<file path="config.mk">
export PLATFORM = sky130hd
export DESIGN_NAME = demux_1x4_deser
export DESIGN_NICKNAME = d
export VERILOG_FILES = /design/src/rtl/demux_1x4_deser.sv
export SDC_FILE = /design/constraint.sdc
export NUM_CORES = 1
export LEC_CHECK = 0
export ABC_AREA = 0
export ABC_CLOCK_PERIOD_IN_PS = 2290
export BUFFER_PORTS_ARGS = -buffer_cell sky130_fd_sc_hd__buf_2
export CAP_MARGIN = 0
export CORE_UTILIZATION = 56
export CTS_BUF_LIST = sky130_fd_sc_hd__clkbuf_8
export CTS_CLUSTER_DIAMETER = 30
export DETAILED_ROUTE_END_ITERATION = 10
export PLACE_DENSITY = 0.86
export SLEW_MARGIN = 15
export SYNTH_ARGS = -nofsm -noshare
export SYNTH_HDL_FRONTEND = slang
export SYNTH_SLANG_ARGS = --single-unit
export TNS_END_PERCENT = 5
</file>
<file path="constraint.sdc">
create_clock -name clk -period 2.29 [get_ports clk]
set_input_delay 0 -clock clk [delete_from_list [all_inputs] [get_ports clk]]
set_output_delay 0 -clock clk [all_outputs]
set_load 0.01 [all_outputs]
</file>
<file path="src/rtl/demux_1x4_deser.sv">
// rtl/demux_1x4_deser.sv - registered 1-to-4 demux/deserializer; optional overrun flag via DEMUX_OVERRUN_EN
module demux_1x4_deser #(
  parameter int WIDTH = 4
) (
  input  logic             clk,
  input  logic             rst_n,
  input  logic [WIDTH-1:0] din,
  input  logic             din_valid,
  output logic             din_ready,
  input  logic             sel_mode,
  input  logic [1:0]       sel,
  output logic [WIDTH-1:0] y0,
  output logic [WIDTH-1:0] y1,
  output logic [WIDTH-1:0] y2,
  output logic [WIDTH-1:0] y3,
  output logic [3:0]       lane_valid,
  output logic             frame_valid,
`ifdef DEMUX_OVERRUN_EN
  output logic             overrun,
`endif
  input  logic             frame_ready
);

  typedef enum logic [0:0] {
    ST_FILL = 1'b0,
    ST_FULL = 1'b1
  } state_t;

  state_t           state_q, state_d;
  logic [1:0]       ptr_q, ptr_d;
  logic [WIDTH-1:0] y_q [4];
  logic [WIDTH-1:0] y_d [4];
  logic [3:0]       lane_valid_q, lane_valid_d;
  logic             frame_valid_q, frame_valid_d;
  logic [1:0]       lane;
  logic             accept;

  assign din_ready = (state_q == ST_FILL);
  assign accept    = din_valid & din_ready;
  assign lane      = sel_mode ? sel : ptr_q;

  always_comb begin
    state_d       = state_q;
    ptr_d         = ptr_q;
    y_d           = y_q;
    lane_valid_d  = lane_valid_q;
    frame_valid_d = frame_valid_q;
    case (state_q)
      ST_FILL: begin
        if (accept) begin
          y_d[lane]    = din;
          lane_valid_d = lane_valid_q | (4'b0001 << lane);
          if (!sel_mode) begin
            ptr_d = ptr_q + 2'd1;
          end
          // Completing lane and frame_valid land on the same edge.
          if (lane_valid_d == 4'hF) begin
            state_d       = ST_FULL;
            frame_valid_d = 1'b1;
          end
        end
      end
      ST_FULL: begin
        if (frame_ready) begin
          state_d       = ST_FILL;
          ptr_d         = 2'd0;
          lane_valid_d  = 4'h0;
          frame_valid_d = 1'b0;
        end
      end
      default: begin
        state_d = ST_FILL;
      end
    endcase
  end

  always_ff @(posedge clk or negedge rst_n) begin
    if (!rst_n) begin
      state_q       <= ST_FILL;
      ptr_q         <= 2'd0;
      lane_valid_q  <= 4'h0;
      frame_valid_q <= 1'b0;
      for (int i = 0; i < 4; i++) begin
        y_q[i] <= '0;
      end
    end else begin
      state_q       <= state_d;
      ptr_q         <= ptr_d;
      lane_valid_q  <= lane_valid_d;
      frame_valid_q <= frame_valid_d;
      y_q           <= y_d;
    end
  end

`ifdef DEMUX_OVERRUN_EN
  logic overrun_q, overrun_d;

  // Sticky: only rst_n clears it.
  always_comb begin
    overrun_d = overrun_q | (din_valid & ~din_ready);
  end

  always_ff @(posedge clk or negedge rst_n) begin
    if (!rst_n) begin
      overrun_q <= 1'b0;
    end else begin
      overrun_q <= overrun_d;
    end
  end

  assign overrun = overrun_q;
`endif

  assign y0          = y_q[0];
  assign y1          = y_q[1];
  assign y2          = y_q[2];
  assign y3          = y_q[3];
  assign lane_valid  = lane_valid_q;
  assign frame_valid = frame_valid_q;

endmodule
</file>
==> flow_metrics.env, run 1 <==
export IMPL_status="complete, no violations"
export IMPL_die_h_um=46.47
export IMPL_htreeDepth=1
export IMPL_seqPwrFrac_pct=42.9
export IMPL_antenna_found_initial=0
export IMPL_timing_rr_start="ptr_q[0]"
export IMPL_max_freq_mhz=609.2
export IMPL_place_gp_congestion=0.8570
export IMPL_vias=806
export IMPL_synth_cell_type_count=30
export IMPL_crit_path_start_kind="flip-flop"
export IMPL_reg2reg_depth=3
export IMPL_ys_seq_area_share_pct=54.24
export IMPL_post_drt_via_cell_ratio=5.597
export IMPL_cts_root_buf="clkbuf_8"
export IMPL_synth_nets=95
export IMPL_synth_top_area_share_pct=54.24
export IMPL_mostFrequentLayoutCells="buf_2, dfrtp_1, mux2_2"
export IMPL_grt_pass1_vias=797
export IMPL_row_count=15
export IMPL_clockBufferDepth=2
export IMPL_yosysWarnings=0
export IMPL_tightest_slew_ps=517.6
export IMPL_period_share_pct=71.69
export IMPL_instances_no_fill=144
export IMPL_num_antenna_cells=0
export IMPL_finalSetupTns_ps=0
export IMPL_insertion_delay_ps=260
export IMPL_slew_viol_final=0
export IMPL_power_leakage_nw=0.6308
export IMPL_drcViolationCount=0
export IMPL_worstPathMaxFanout=9
export IMPL_drtAntennaViolNets=0
export IMPL_initial_core_util_pct=62.11
export IMPL_place_area_um2=1286
export IMPL_numCtsBuffers=3
export IMPL_switching_share_pct=36.00
export IMPL_drt_wl_total_um=2169
export IMPL_first_pass_iters=4
export IMPL_dp_hpwl_um=1585
export IMPL_setup_violations=0
export IMPL_power_internal_w=0.001177
export IMPL_cellPowerDensity_nw_per_um2=1361
export IMPL_cts_setup_buffers=0
export IMPL_crit_type="flip-flop to flip-flop"
export IMPL_worst_clock_skew_ps=3.461
export IMPL_hold_class="input port to flip-flop"
export IMPL_wl_per_cell_um=15.06
export IMPL_dieArea_um2=2159
export IMPL_synth_area_top_cells="dfrtp_1, mux2_2, nor3_4, mux2i_4, inv_1"
export IMPL_fp_dieW_um=46.47
export IMPL_relSlewSlack_pct=65.49
export IMPL_cp_arrival_ps=1790
export IMPL_ios=33
export IMPL_r2r_end="y2[0]"
export IMPL_cts_tree="done"
export IMPL_numPortBuffers=32
export IMPL_crit_path_end_kind="flip-flop"
export IMPL_p_sw_w=0.0006621
export IMPL_postSynthCellCount=84
export IMPL_clock_sinks=24
export IMPL_core_um2=1783
export IMPL_grt_use_total_pct=24.11
export IMPL_min_period_ps=1642
export IMPL_r2r_setup_slack_ps=650
export IMPL_critPathCapture="y2[0]"
export IMPL_final_common_cell="buf_2"
export IMPL_grt_pass1_wl_um=3615
export IMPL_path_clk_slew_ps=80
export IMPL_maxCapViolations=0
export IMPL_multi_input_area_um2=475.5
export IMPL_ys_ff_latch=24
export IMPL_grt_setup_unrepaired="false"
export IMPL_drt_iter0_markers=24
export IMPL_nFillCells=127
export IMPL_grt_start_max_net_pins=25
export IMPL_synth_avg_cell_area_um2=13.18
export IMPL_p_total_w=0.001839
export IMPL_final_hold_violation_count=0
export IMPL_area_delta_synth_final_pct=22.03
export IMPL_synth_area_um2=1107
export IMPL_nNetsFinal=131
export IMPL_yosysTopAreaCell="dfrtp_1"
export IMPL_ir_worst_vdd_mv=0.7644
export IMPL_overflow=0
export IMPL_cp_required_ps=2440
export IMPL_crit_start="ptr_q[0]"
export IMPL_fin_area_um2=1351
export IMPL_drive_gt1_share_pct=48.74
export IMPL_clkPwrFrac_pct=15.4
export IMPL_placed_cells=139
export IMPL_p_comb_share_pct=41.8
export IMPL_register_area_um2=600.6
[registers in the layout (all words and copies together), names as in the netlist]
register	count
frame_valid	1
y3	4
y1	4
ptr_q	2
y2	4
state_q	1
y0	4
lane_valid	4
[final cells by class]
type | count | area share (%)
flip-flops and latches | 24 | 44.44
multi-input cells | 53 | 35.19
clock buffers | 4 | 4.074
well taps | 25 | 2.315
repair buffers | 33 | 12.59
inverters | 5 | 1.389
[synthesized netlist by cell type]
| master | count |
|---|---|
| o21ai_0 | 1 |
| nand3b_1 | 1 |
| o41ai_1 | 2 |
| nor3_4 | 2 |
| a22o_1 | 1 |
| nor3b_1 | 1 |
| nand2_1 | 2 |
| mux2i_1 | 1 |
| buf_4 | 1 |
| o221ai_1 | 1 |
| xnor2_1 | 1 |
| nand3_1 | 1 |
| or2_2 | 1 |
| and3b_1 | 1 |
| nand2b_1 | 2 |
| mux2_2 | 17 |
| and2b_1 | 1 |
| o22ai_1 | 1 |
| or2b_1 | 1 |
| o21a_1 | 2 |
| nor2b_1 | 2 |
| inv_1 | 5 |
| buf_2 | 1 |
| nand3_2 | 1 |
| a311oi_1 | 2 |
| dfrtp_1 | 24 |
| a21boi_0 | 2 |
| mux2i_4 | 1 |
| a221oi_1 | 1 |
| nor2_1 | 4 |
[worst max-delay path: stages (launching register included)]
cell     delay [ps]
dfrtp_1         480
mux2_2          350
nor3_4          330
mux2_2          370
[per-stage QoR]
stage               setup WS (ps)  hold WS [ps]  utilization (%)
finish                      648.4         7.764            75.79
global route                583.2         11.11            75.79
CTS                         629.1         4.219            75.79
detailed placement          638.3         4.294            72.14
global placement            683.9        -5.318            72.14
floorplan                   793.7        -295.6                -
[repair_timing]
item                                   4_1_cts  5_1_grt
resized for setup                            0        0
setup endpoints to repair                    0        0
hold buffers                                 1        0
endpoints found under the hold margin       24        0
[logic make-up (layout without fill, tap and decap cells)]
logic type / after synthesis / in the layout / synth area share (%)
AO/OA/AOI/OAI: 13 / 13 / 9.266
XOR/XNOR: 1 / 1 / 0.7911
buffers and inverters: 7 / 42 / 2.825
flip-flops: 24 / 24 / 54.24
multiplexers: 19 / 19 / 20.23
AND/OR/NAND/NOR: 20 / 20 / 12.66
[worst min path at each step]
stage / from / end / depth (start not counted)
final: din[1] / y2[1] / 2
after global placement: rst_n / y1[2] / 1
after floorplan: rst_n / frame_valid / 0
after detailed placement: rst_n / y0[2] / 1
after global routing: din[1] / y1[1] / 2
after CTS: din[1] / y3[1] / 2
[power groups by stage]
| stage | logic, W | clock network [W] | registers [W] |
|---|---|---|---|
| floorplan | 0.000402 | 0 | 0.000858 |
| global placement | 0.000737 | 0 | 0.000784 |
| detailed placement | 0.000764 | 0 | 0.000795 |
| CTS | 0.000769 | 0.000285 | 0.000788 |
| global route | 0.000836 | 0.000307 | 0.000820 |
| finish | 0.000768 | 0.000282 | 0.000789 |
[routing by layer]
layer / routed length (um) / vias up / GRT usage (%)
li1: - / 373 / -
met1: 969 / 392 / 34.02
met2: 1032 / 39 / 36.67
met3: 162 / 2 / 5.882
met4: 4 / 0 / 7.059
met5: 0 / - / 0
Note: power is estimated with default switching activity, not from simulation.
==> inputs of run 2 (changes only) <==
--- a/config.mk
+++ b/config.mk
@@ -6,14 +6,14 @@
 export NUM_CORES = 1
 export LEC_CHECK = 0
 export ABC_AREA = 0
-export ABC_CLOCK_PERIOD_IN_PS = 2290
+export ABC_CLOCK_PERIOD_IN_PS = 1660
 export BUFFER_PORTS_ARGS = -buffer_cell sky130_fd_sc_hd__buf_2
 export CAP_MARGIN = 0
-export CORE_UTILIZATION = 56
+export CORE_UTILIZATION = 52
 export CTS_BUF_LIST = sky130_fd_sc_hd__clkbuf_8
 export CTS_CLUSTER_DIAMETER = 30
 export DETAILED_ROUTE_END_ITERATION = 10
-export PLACE_DENSITY = 0.86
+export PLACE_DENSITY = 0.8
 export SLEW_MARGIN = 15
 export SYNTH_ARGS = -nofsm -noshare
 export SYNTH_HDL_FRONTEND = slang
==> constraint.sdc (replaced) <==
create_clock -name clk -period 1.66 [get_ports clk]
set_input_delay 0 -clock clk [delete_from_list [all_inputs] [get_ports clk]]
set_output_delay 0 -clock clk [all_outputs]
set_load 0.01 [all_outputs]
==> run 2 against run 1 <==
  * Die area increased by 7.4%
  * Setup slack got worse by 520 ps
  * Core utilization decreased by 5.4 points
  * Power increased by 45%
  * Register-to-register slack got worse by 520 ps
  * Final cell count increased by 3.5%
  * Sequential share of layout area decreased by 1.4 points
  * Non-clock buffer count increased by 3
  * Global-route usage decreased by 2.2 points
  * Flip-flop and latch count unchanged
  * Critical path type unchanged
  * Largest cell class unchanged
  * Largest power group is now combinational logic
  * Highest routed layer unchanged
==> flow_metrics.env, run 2 (synthesized netlist as in run 1, its figures left out) <==
export IMPL_status="complete, no violations"
export IMPL_numCtsBuffers=3
export IMPL_clock_sinks=24
export IMPL_grt_setup_unrepaired="false"
export IMPL_p_sw_w=0.0009046
export IMPL_worst_clock_skew_ps=2.606
export IMPL_drt_iter0_markers=11
export IMPL_area_delta_synth_final_pct=25.99
export IMPL_crit_path_end_kind="flip-flop"
export IMPL_instances_no_fill=149
export IMPL_switching_share_pct=33.88
export IMPL_vias=813
export IMPL_row_count=16
export IMPL_core_um2=1982
export IMPL_relSlewSlack_pct=64.40
export IMPL_cts_root_buf="clkbuf_8"
export IMPL_first_pass_iters=4
export IMPL_drt_wl_total_um=2175
export IMPL_numPortBuffers=32
export IMPL_slew_viol_final=0
export IMPL_seqPwrFrac_pct=39.6
export IMPL_hold_class="input port to flip-flop"
export IMPL_holdBufCountCts=2
export IMPL_p_comb_share_pct=41.4
export IMPL_ir_worst_vdd_mv=1.346
export IMPL_cp_required_ps=1810
export IMPL_place_area_um2=1304
export IMPL_dieArea_um2=2318
export IMPL_final_hold_violation_count=0
export IMPL_fp_dieW_um=48.15
export IMPL_cp_arrival_ps=1680
export IMPL_die_h_um=48.15
export IMPL_drtAntennaViolNets=0
export IMPL_ios=33
export IMPL_post_drt_via_cell_ratio=5.456
export IMPL_fin_area_um2=1395
export IMPL_path_clk_slew_ps=80
export IMPL_place_gp_congestion=0.8591
export IMPL_finalWorstSetupSlack_ps=133.2
export IMPL_cellPowerDensity_nw_per_um2=1914
export IMPL_placed_cells=143
export IMPL_num_antenna_cells=0
export IMPL_antenna_found_initial=0
export IMPL_power_internal_w=0.001766
export IMPL_cts_setup_buffers=0
export IMPL_grt_start_max_net_pins=25
export IMPL_period_share_pct=91.98
export IMPL_htreeDepth=1
export IMPL_max_freq_mhz=655.0
export IMPL_hold_worst_slack_ps=6.775
export IMPL_drive_gt1_share_pct=49.18
export IMPL_mostFrequentLayoutCells="buf_2, dfrtp_1, mux2_2"
export IMPL_insertion_delay_ps=270
export IMPL_finalSetupTns_ps=0
export IMPL_drcViolationCount=0
export IMPL_wl_per_cell_um=14.60
export IMPL_overflow=0
export IMPL_cts_tree="done"
export IMPL_worstPathMaxFanout=5
export IMPL_grt_use_total_pct=21.92
export IMPL_crit_path_start_kind="flip-flop"
export IMPL_min_period_ps=1527
export IMPL_tightest_slew_ps=534.0
export IMPL_post_cts_resized=0
export IMPL_grt_pass1_vias=707
export IMPL_crit_type="flip-flop to flip-flop"
export IMPL_dp_slack_ps=144.2
export IMPL_dp_hpwl_um=1565
export IMPL_initial_core_util_pct=55.87
export IMPL_grt_pass1_wl_um=3256
export IMPL_clkPwrFrac_pct=18.9
export IMPL_maxCapViolations=0
export IMPL_setup_violations=0
export IMPL_clockBufferDepth=2
export IMPL_power_leakage_nw=0.6522
export IMPL_nNetsFinal=134
export IMPL_final_common_cell="buf_2"
run 2: layout make-up:
cell class / count / area, um^2
clock buffer: 3 / 41.29
multi-input combinational: 53 / 475.5
tap: 27 / 33.78
clock inverter: 1 / 30.03
fill: 145 / 586.8
sequential: 24 / 600.6
inverter: 5 / 18.77
timing repair buffer: 36 / 195.2
run 2: worst max-delay path: stages (launching register included):
cell and delay, ps:
dfrtp_1 400, mux2_2 310, nor3_4 310, mux2_2 390
run 2: power by group through the flow:
stage / clock network, W / logic (W) / registers (W)
finish: 0.000505 / 0.00111 / 0.00106
global route: 0.000533 / 0.00122 / 0.00110
CTS: 0.000514 / 0.00112 / 0.00106
detailed placement: 0 / 0.00111 / 0.00107
global placement: 0 / 0.00108 / 0.00106
floorplan: 0 / 0.000554 / 0.00118
run 2: final timing paths:
kind	from	end	slack, ps	cells after the start
max	ptr_q[0]	y2[3]	130	3
min	din[1]	y1[1]	7	2
min in group asynchronous	rst_n	y3[0]	240	2
min reg2reg	frame_valid	frame_valid	490	2
max in group asynchronous	rst_n	y3[1]	1060	2
max reg2reg	ptr_q[0]	y2[3]	130	3
run 2: routing by layer:
layer	vias to the layer above	track usage, %	wire length [um]
li1	381	-	-
met3	6	5.926	119
met5	-	0	0
met2	33	36.80	1100
met1	393	27.05	915
met4	0	8.333	40
run 2: stage by stage:
step	power, W	utilization [%]
3_5_place_dp	0.002178	65.78
6_report	0.002670	70.39
4_1_cts	0.002699	70.39
3_3_place_gp	0.002139	65.78
5_1_grt	0.002849	70.39
2_1_floorplan	0.001739	-
